$ cat config.mk
export PLATFORM = sky130hd
export DESIGN_NAME = if_prefetch_queue_flat
export DESIGN_NICKNAME = d
export VERILOG_FILES = /design/src/rtl/if_prefetch_queue_if.sv /design/src/rtl/if_prefetch_queue.sv /design/src/flat_wrapper.sv
export SDC_FILE = /design/constraint.sdc
export NUM_CORES = 1
export LEC_CHECK = 0
export BUFFER_PORTS_ARGS = -buffer_cell sky130_fd_sc_hd__buf_2
export CORE_ASPECT_RATIO = 1.4
export CORE_UTILIZATION = 49
export CTS_BUF_LIST = sky130_fd_sc_hd__clkbuf_4
export CTS_CLUSTER_DIAMETER = 200
export DETAILED_ROUTE_END_ITERATION = 8
export PLACE_DENSITY = 0.68
export SETUP_SLACK_MARGIN = 0.5
export SYNTH_ARGS = -nofsm -noshare
export SYNTH_HDL_FRONTEND = slang
export SYNTH_SLANG_ARGS = --single-unit
export TNS_END_PERCENT = 5
$ cat constraint.sdc
create_clock -name clk -period 20.9 [get_ports clk]
set_input_delay 4.18 -clock clk [delete_from_list [all_inputs] [get_ports clk]]
set_output_delay 4.18 -clock clk [all_outputs]
set_load 0.005 [all_outputs]
$ cat src/rtl/if_prefetch_queue_if.sv
// Fetch-side bus bundle for if_prefetch_queue: instruction SRAM port, redirect input and IF->ID handshake.
// The master modport is taken by the prefetch queue; the slave modport by the surrounding pipeline/SRAM.
interface if_prefetch_queue_if #(
    parameter int DEPTH = 4
) ();
    logic                     inst_sram_en;
    logic [31:0]              inst_sram_addr;
    logic [31:0]              inst_sram_rdata;
    logic                     redirect_valid;
    logic [31:0]              redirect_pc;
    logic                     id_allowin;
    logic                     if_to_id_valid;
    logic [31:0]              if_to_id_pc;
    logic [31:0]              if_to_id_inst;
    logic [$clog2(DEPTH):0]   ifq_count;

    modport master (
        output inst_sram_en,
        output inst_sram_addr,
        input  inst_sram_rdata,
        input  redirect_valid,
        input  redirect_pc,
        input  id_allowin,
        output if_to_id_valid,
        output if_to_id_pc,
        output if_to_id_inst,
        output ifq_count
    );

    modport slave (
        input  inst_sram_en,
        input  inst_sram_addr,
        output inst_sram_rdata,
        output redirect_valid,
        output redirect_pc,
        output id_allowin,
        input  if_to_id_valid,
        input  if_to_id_pc,
        input  if_to_id_inst,
        input  ifq_count
    );
endinterface

$ cat src/rtl/if_prefetch_queue.sv
// DEPTH-entry instruction prefetch queue between a synchronous instruction SRAM and the ID stage.
// Define IFQ_BYPASS_EN to let a response reach ID in its arrival cycle when the queue is empty.
module if_prefetch_queue #(
    parameter int          DEPTH    = 4,
    parameter logic [31:0] RESET_PC = 32'hbfc00000
) (
    input logic                 clk,
    input logic                 reset,
    if_prefetch_queue_if.master bus
);
    localparam int PW = $clog2(DEPTH);
    localparam int CW = PW + 1;
    localparam logic [CW:0] DEPTH_W = (CW+1)'(DEPTH);

    logic [31:0]   fetchPc_r;
    logic          inflight_r;
    logic          inflightStale_r;
    logic [31:0]   inflightPc_r;
    logic [63:0]   queueRam_r [DEPTH];
    logic [PW-1:0] rdPtr_r;
    logic [PW-1:0] wrPtr_r;
    logic [CW-1:0] count_r;

    logic          respValid_s;
    logic          bypass_s;
    logic          queueEmpty_s;
    logic [63:0]   headData_s;
    logic          pop_s;
    logic          queuePop_s;
    logic          push_s;
    logic [CW:0]   credit_s;
    logic          issue_s;

    assign respValid_s  = inflight_r && !inflightStale_r;
    assign queueEmpty_s = (count_r == {CW{1'b0}});
    assign headData_s   = queueRam_r[rdPtr_r];

    // Decide whether this cycle's response is forwarded straight to ID
    always_comb begin
        bypass_s = 1'b0;
`ifdef IFQ_BYPASS_EN
        if (queueEmpty_s && respValid_s) begin
            bypass_s = 1'b1;
        end else begin
            bypass_s = 1'b0;
        end
`else
        bypass_s = 1'b0;
`endif
    end

    // IF->ID head selection: queue head, or the arriving response when bypassed
    always_comb begin
        bus.if_to_id_valid = 1'b0;
        bus.if_to_id_pc    = 32'h0;
        bus.if_to_id_inst  = 32'h0;
        if (bypass_s) begin
            bus.if_to_id_valid = 1'b1;
            bus.if_to_id_pc    = inflightPc_r;
            bus.if_to_id_inst  = bus.inst_sram_rdata;
        end else begin
            bus.if_to_id_valid = !queueEmpty_s;
            bus.if_to_id_pc    = headData_s[63:32];
            bus.if_to_id_inst  = headData_s[31:0];
        end
    end

    assign pop_s      = bus.if_to_id_valid && bus.id_allowin;
    assign queuePop_s = pop_s && !bypass_s;
    // A response consumed through the bypass never occupies a queue slot
    assign push_s     = respValid_s && !bus.redirect_valid && !(bypass_s && bus.id_allowin);

    assign credit_s = {1'b0, count_r}
                    + {{CW{1'b0}}, inflight_r}
                    - {{CW{1'b0}}, pop_s};
    assign issue_s  = (credit_s < DEPTH_W);

    // SRAM request: redirect target wins, otherwise sequential issue while credit remains
    always_comb begin
        bus.inst_sram_en   = 1'b0;
        bus.inst_sram_addr = fetchPc_r;
        if (reset) begin
            bus.inst_sram_en   = 1'b0;
            bus.inst_sram_addr = fetchPc_r;
        end else if (bus.redirect_valid) begin
            bus.inst_sram_en   = 1'b1;
            bus.inst_sram_addr = bus.redirect_pc;
        end else if (issue_s) begin
            bus.inst_sram_en   = 1'b1;
            bus.inst_sram_addr = fetchPc_r;
        end else begin
            bus.inst_sram_en   = 1'b0;
            bus.inst_sram_addr = fetchPc_r;
        end
    end

    assign bus.ifq_count = count_r;

    // Fetch PC and in-flight request tracking
    always_ff @(posedge clk or posedge reset) begin
        if (reset) begin
            fetchPc_r       <= RESET_PC;
            inflight_r      <= 1'b0;
            inflightStale_r <= 1'b0;
            inflightPc_r    <= 32'h0;
        end else if (bus.redirect_valid) begin
            fetchPc_r       <= bus.redirect_pc + 32'd4;
            inflight_r      <= 1'b1;
            inflightStale_r <= 1'b0;
            inflightPc_r    <= bus.redirect_pc;
        end else if (issue_s) begin
            fetchPc_r       <= fetchPc_r + 32'd4;
            inflight_r      <= 1'b1;
            inflightStale_r <= 1'b0;
            inflightPc_r    <= fetchPc_r;
        end else begin
            fetchPc_r       <= fetchPc_r;
            inflight_r      <= 1'b0;
            inflightStale_r <= 1'b0;
            inflightPc_r    <= inflightPc_r;
        end
    end

    // Queue pointers and occupancy; a redirect discards everything not popped this cycle
    always_ff @(posedge clk or posedge reset) begin
        if (reset) begin
            rdPtr_r <= {PW{1'b0}};
            wrPtr_r <= {PW{1'b0}};
            count_r <= {CW{1'b0}};
        end else if (bus.redirect_valid) begin
            rdPtr_r <= wrPtr_r;
            wrPtr_r <= wrPtr_r;
            count_r <= {CW{1'b0}};
        end else begin
            if (push_s) begin
                wrPtr_r <= wrPtr_r + PW'(1'b1);
            end else begin
                wrPtr_r <= wrPtr_r;
            end
            if (queuePop_s) begin
                rdPtr_r <= rdPtr_r + PW'(1'b1);
            end else begin
                rdPtr_r <= rdPtr_r;
            end
            case ({push_s, queuePop_s})
                2'b10:   count_r <= count_r + CW'(1'b1);
                2'b01:   count_r <= count_r - CW'(1'b1);
                default: count_r <= count_r;
            endcase
        end
    end

    // Queue storage: {pc, inst} per entry
    always_ff @(posedge clk or posedge reset) begin
        if (reset) begin
            for (int i = 0; i < DEPTH; i++) begin
                queueRam_r[i] <= 64'h0;
            end
        end else if (push_s) begin
            queueRam_r[wrPtr_r] <= {inflightPc_r, bus.inst_sram_rdata};
        end else begin
            queueRam_r[wrPtr_r] <= queueRam_r[wrPtr_r];
        end
    end
endmodule
$ cat src/flat_wrapper.sv
// flat-port wrapper written by rule: the top's interface ports become plain ports
module if_prefetch_queue_flat 
#(
    parameter int          DEPTH    = 4,
    parameter logic [31:0] RESET_PC = 32'hbfc00000
)
  (clk, reset, bus_inst_sram_en, bus_inst_sram_addr, bus_inst_sram_rdata, bus_redirect_valid, bus_redirect_pc, bus_id_allowin, bus_if_to_id_valid, bus_if_to_id_pc, bus_if_to_id_inst, bus_ifq_count);
  if_prefetch_queue_if #(.DEPTH(DEPTH)) bus_i ();
  input logic clk;
  input logic reset;
  output wire logic [$bits(bus_i.inst_sram_en)-1:0] bus_inst_sram_en;
  output wire logic [$bits(bus_i.inst_sram_addr)-1:0] bus_inst_sram_addr;
  input wire logic [$bits(bus_i.inst_sram_rdata)-1:0] bus_inst_sram_rdata;
  input wire logic [$bits(bus_i.redirect_valid)-1:0] bus_redirect_valid;
  input wire logic [$bits(bus_i.redirect_pc)-1:0] bus_redirect_pc;
  input wire logic [$bits(bus_i.id_allowin)-1:0] bus_id_allowin;
  output wire logic [$bits(bus_i.if_to_id_valid)-1:0] bus_if_to_id_valid;
  output wire logic [$bits(bus_i.if_to_id_pc)-1:0] bus_if_to_id_pc;
  output wire logic [$bits(bus_i.if_to_id_inst)-1:0] bus_if_to_id_inst;
  output wire logic [$bits(bus_i.ifq_count)-1:0] bus_ifq_count;
  assign bus_inst_sram_en = bus_i.inst_sram_en;
  assign bus_inst_sram_addr = bus_i.inst_sram_addr;
  assign bus_i.inst_sram_rdata = bus_inst_sram_rdata;
  assign bus_i.redirect_valid = bus_redirect_valid;
  assign bus_i.redirect_pc = bus_redirect_pc;
  assign bus_i.id_allowin = bus_id_allowin;
  assign bus_if_to_id_valid = bus_i.if_to_id_valid;
  assign bus_if_to_id_pc = bus_i.if_to_id_pc;
  assign bus_if_to_id_inst = bus_i.if_to_id_inst;
  assign bus_ifq_count = bus_i.ifq_count;
  if_prefetch_queue #(.DEPTH(DEPTH), .RESET_PC(RESET_PC)) u_core (.clk(clk), .reset(reset), .bus(bus_i));
endmodule
Word level (Yosys, flattened, before mapping). Cells that the tools add are included.

Flip-flop bits (word level): 328. Input bits: 68. Output and inout bits: 101. Logic and storage cells: 61.

$add $sub $neg: 8. Order comparisons: 4. Eq/ne operators: 2. Muxes and demuxes: 24. Bitwise gates (word level): 3. Reduce and logical (&&, ||, !) cells: 10.

Operators by type and width (number): $bwmux W256 (2); $mux W64 (5); $bmux W64 S2 (2); $mux W256 (1); $mux W32 (6); $demux W64 S2 (1); $add A32 B3 Y32 const B (2); $ge A3 B3 Y1 const B (2); $not A2 Y3 (2); $pmux W3 S2 (1); $add A2 B1 Y2 const B (2); $add A3 B1 Y4 (1); $lt A4 B3 Y1 const B (1); $mux W2 (2); $reduce_bool A2 Y1 (2); $sub A4 B1 Y4 (1); $add A3 B1 Y3 const B (1); $logic_and A1 B1 Y1 (3); $logic_not A3 Y1 (1); $lt A3 B1 Y1 const B (1); $mux W1 (3); $mux W3 (1); $reduce_bool A3 Y1 (1); $sub A3 B1 Y3 const B (1); 5 further kinds (6).

Longest topological paths before layout.
Word-level depth: 8. Gate-level depth with buffers: 15. Depth with buffers taken out: 13.

Worst setup path before layout. OpenSTA, ideal clock, no wires.

Kind: in2out. Start: input port reset. End: output port bus_inst_sram_addr[25]. Arrival: 14442 ps. Data required time: 16720 ps. Setup slack: 2278 ps. Cell stages on the path: 3. Buffers on the path: 1. Cell sequence: inv_1 > clkbuf_1 > a21oi_1.

Cells in the longest elaborated chain, start to end: 1.

Ends and longest elaborated chain: from (decl) (line flat_wrapper.sv:10) `input logic reset;`; $mux W32 (line if_prefetch_queue.sv:82) `if (reset) begin`; to (decl) (line flat_wrapper.sv:12) `output wire logic [$bits(bus_i.inst_sram_addr)-1:0] bus_inst_sram_addr;`.

Every way passes these cells.

Final worst setup path.
Start: input port bus_id_allowin. End: output port bus_inst_sram_en.

Cells in the longest elaborated chain, start to end: 6.

Ends and longest elaborated chain: from (decl) (line flat_wrapper.sv:16) `input wire logic [$bits(bus_i.id_allowin)-1:0] bus_id_allowin;`; $logic_and A1 B1 Y1 (line if_prefetch_queue.sv:68) `assign pop_s = bus.if_to_id_valid && bus.id_allowin;`; $sub A4 B1 Y4 (line if_prefetch_queue.sv:75) `- {{CW{1'b0}}, pop_s};`; $lt A4 B3 Y1 (line if_prefetch_queue.sv:76) `assign issue_s = (credit_s < DEPTH_W);`; $mux W1 (line if_prefetch_queue.sv:88) `end else if (issue_s) begin`; $mux W1 (line if_prefetch_queue.sv:85) `end else if (bus.redirect_valid) begin`; $mux W1 (line if_prefetch_queue.sv:82); to (decl) (line flat_wrapper.sv:11) `output wire logic [$bits(bus_i.inst_sram_en)-1:0] bus_inst_sram_en;`.

Every way passes these cells.

==> results.sh <==
export IMPL_antenna_left=0
export IMPL_timing_rr_start="u_core.bus.ifq_count[1]$_DFFE_PP0P_"
export IMPL_tightest_slew_ns=1.14
export IMPL_min_delay_start="u_core.fetchPc_r[26]$_DFFE_PP1P_"
export IMPL_mappedNetlistArea_um2=17300
export IMPL_period_share_pct=51.4
export IMPL_htree_levels=3
export IMPL_clockRootBuffer="clkbuf_4"
export IMPL_via_count=12828
export IMPL_cts_tree="done"
export IMPL_cts_resized=0
export IMPL_regArea_um2=8230
export IMPL_ir_drop_mv=0.142
export IMPL_skew_ns=0.0423
export IMPL_synthCells=1561
export IMPL_wl_mm=41.9
export IMPL_io_pin_count=169
export IMPL_dpl_hpwl_mm=26.1
export IMPL_synth_area_leaders="dfrtp_1, mux4_2, a21oi_1"
export IMPL_die_y_um=225
export IMPL_port_buffers=168
export IMPL_synth_area_per_cell_um2=11.1
export IMPL_cts_hold_buf=0
export IMPL_grt_max_degree=143
export IMPL_setup_tns_ns=0
export IMPL_crit_fanout=8
export IMPL_fin_ws_ns=10.16
export IMPL_dr_pass1_iters=5
export IMPL_grt_usage_pct=24.0
export IMPL_dpl_worst_slack_ns=10.14
export IMPL_multi_input_area_um2=8640
export IMPL_yosysUniqueCellTypes=55
export IMPL_die_area_um2=36200
export IMPL_fmax_mhz=93.1
export IMPL_ff2ff_setup_slack_ns=17.10
export IMPL_synth_top_cell_area_share_pct=46.0
export IMPL_post_cts_buffers=0
export IMPL_outcome="finished clean"
export IMPL_cellPowerDensity_nw_per_um2=162
export IMPL_maxCapViolCount=0
export IMPL_initial_core_util_pct=49.7
export IMPL_via_per_inst=5.77
export IMPL_seq_area_frac_synth_pct=47.4
export IMPL_rr_endpoint="u_core.inflightPc_r[28]$_DFFE_PP0P_"
export IMPL_ys_async_sr_fraction_pct=100
export IMPL_worstPathRequired_ns=16.72
export IMPL_startpoint_type="input port"
export IMPL_coreArea_um2=34900
export IMPL_overflow=0
export IMPL_fillers=3043
export IMPL_finalHoldViolCount=0
export IMPL_relSlewSlack_pct=23.5
export IMPL_worstRegToRegCells=13
export IMPL_arrival_ns=6.56
export IMPL_die_w_um=161
export IMPL_hold_slack_ns=0.516
export IMPL_path_class="input port to output pin"
export IMPL_cts_buffers_inserted=84
export IMPL_ys_flop_type="dfrtp_1"
export IMPL_drv_slew=0
export IMPL_grt_pass1_vias=13039
export IMPL_clkSlewWorstSetupHoldPaths_ns=0.05
export IMPL_rows=81
export IMPL_drive_gt1_share_pct=27.9
export IMPL_leakage_nw=7.97
export IMPL_cts_sinks=328
export IMPL_syn_to_final_growth_pct=12.4
export IMPL_rsz0062_at_grt="false"
export IMPL_period_needed_ns=10.74
export IMPL_cts_buffer_depth=3
export IMPL_route_detailed_drc=0
export IMPL_drt_initial_drc_count=852
export IMPL_synth_nets=1638
export IMPL_worstHoldPathType="register to register"
export IMPL_synth_top_area_cell="dfrtp_1"
export IMPL_whs_path_depth=2
export IMPL_synth_warnings=0
export IMPL_hold_path_end="u_core.fetchPc_r[26]$_DFFE_PP1P_"
export IMPL_nNetsFinal=1783
export IMPL_finalSetupViolCount=0
export IMPL_gp_congestion=0.838
export IMPL_wl_per_cell_um=18.9
export IMPL_antenna_found_initial=1
export IMPL_ys_seq_elements=328
export IMPL_cp_end_kind="output pin"
export IMPL_clk_latency_ns=0.76
export IMPL_grt_pass1_wl_mm=68.6
export IMPL_synth_edff_count=0
==> worst max-delay path: stages <==
cell	delay (ns)
buf_2	0.08
nand2_1	0.06
inv_1	0.15
ha_1	0.17
inv_1	0.04
ha_1	0.25
and3b_1	0.19
or2_0	0.25
a311oi_4	0.31
nor2b_1	0.66
nor2_1	0.07
buf_2	0.15
==> worst max-delay path by stage <==
stage,start,end,slack (ns),cells after the start
final,bus_id_allowin,bus_inst_sram_en,10.16,12
after global routing,bus_id_allowin,bus_inst_sram_en,9.94,12
after global placement,bus_id_allowin,bus_inst_sram_en,10.16,12
after detailed placement,bus_id_allowin,bus_inst_sram_en,10.14,12
after floorplan,reset,bus_inst_sram_addr[25],2.28,3
after CTS,bus_id_allowin,bus_inst_sram_en,10.12,12
==> cells in the final DEF, fill, tap and decap left out, types with 31 or more instances in the layout <==
cell	Yosys	layout
dfrtp_1	319	315
nor2_1	310	310
a21oi_1	276	276
buf_2	22	167
mux4_2	128	128
clkbuf_4	0	119
mux2i_1	113	113
nand2_1	45	45
xnor2_1	36	36
mux2_2	31	31
==> sequential cells by signal (all words and copies together) (netlist names) <==
| signal | count |
|---|---|
| u_core.inflightPc_r | 32 |
| u_core.rdPtr_r | 2 |
| u_core.bus.ifq_count | 3 |
| u_core.queueRam_r | 256 |
| u_core.inflight_r | 1 |
| u_core.fetchPc_r | 32 |
| u_core.wrPtr_r | 2 |
==> metal layers <==
layer	vias up	GRT usage, %	wire length [µm]
li1	5963	-	-
met1	6397	30.9	17500
met2	374	39.7	20900
met3	94	3.87	2170
met4	0	11.6	1330
met5	-	0	0
==> cells by family after synthesis <==
logic type / Yosys count / synth area share [%]
buf+inv: 135 / 3.20
mux: 272 / 25.2
simple gates: 436 / 11.0
fa+ha+maj: 9 / 0.693
compound gates: 324 / 9.72
xor+xnor: 57 / 2.88
flops: 328 / 47.4
==> through the flow <==
step | area (µm²) | cells | utilization [%] | total power (W)
2_1_floorplan | 17300 | 1561 | - | 0.00219
6_report | 19500 | 2225 | 55.9 | 0.00316
3_5_place_dp | 18500 | 2076 | 52.9 | 0.00264
3_3_place_gp | 18500 | 2076 | 52.9 | 0.00258
5_1_grt | 19500 | 2225 | 55.9 | 0.00340
4_1_cts | 19500 | 2224 | 55.9 | 0.00319
==> area by class of cell <==
type                    instances  area share, %
well taps                     456           2.93
clock buffers                 119           4.58
clock inverters                29          0.725
diodes                          1         0.0128
flip-flops and latches        328           42.2
repair buffers                181           4.89
multi-input cells            1098           44.3
inverters                      13          0.289
==> synthesized netlist by cell type, types with 2 or more instances <==
master / count
dfrtp_1: 319
nor2_1: 310
a21oi_1: 276
mux4_2: 128
mux2i_1: 113
clkbuf_1: 79
nand2_1: 45
xnor2_1: 36
mux2_2: 31
buf_2: 22
o21ai_0: 22
xor2_1: 21
nand3_1: 20
buf_1: 17
inv_1: 12
nand3b_1: 11
dfstp_2: 9
nor2b_1: 9
ha_1: 8
nor3_1: 8
o21ai_1: 8
a22oi_1: 6
nand4_1: 5
nand4b_1: 5
nand2b_1: 4
nor4b_2: 3
a32oi_1: 2
and2_1: 2
and3_1: 2
buf_6: 2
nand4_2: 2
==> power by group <==
group / leakage (nW) / internal, W / switching [W]
combinational: 3.88 / 0.000692 / 0.000769
clock: 0.611 / 0.000274 / 0.000263
sequential: 3.48 / 0.000902 / 0.000258
total: 7.97 / 0.00187 / 0.00129
No activity file was read; power rests on OpenSTA's default activity.
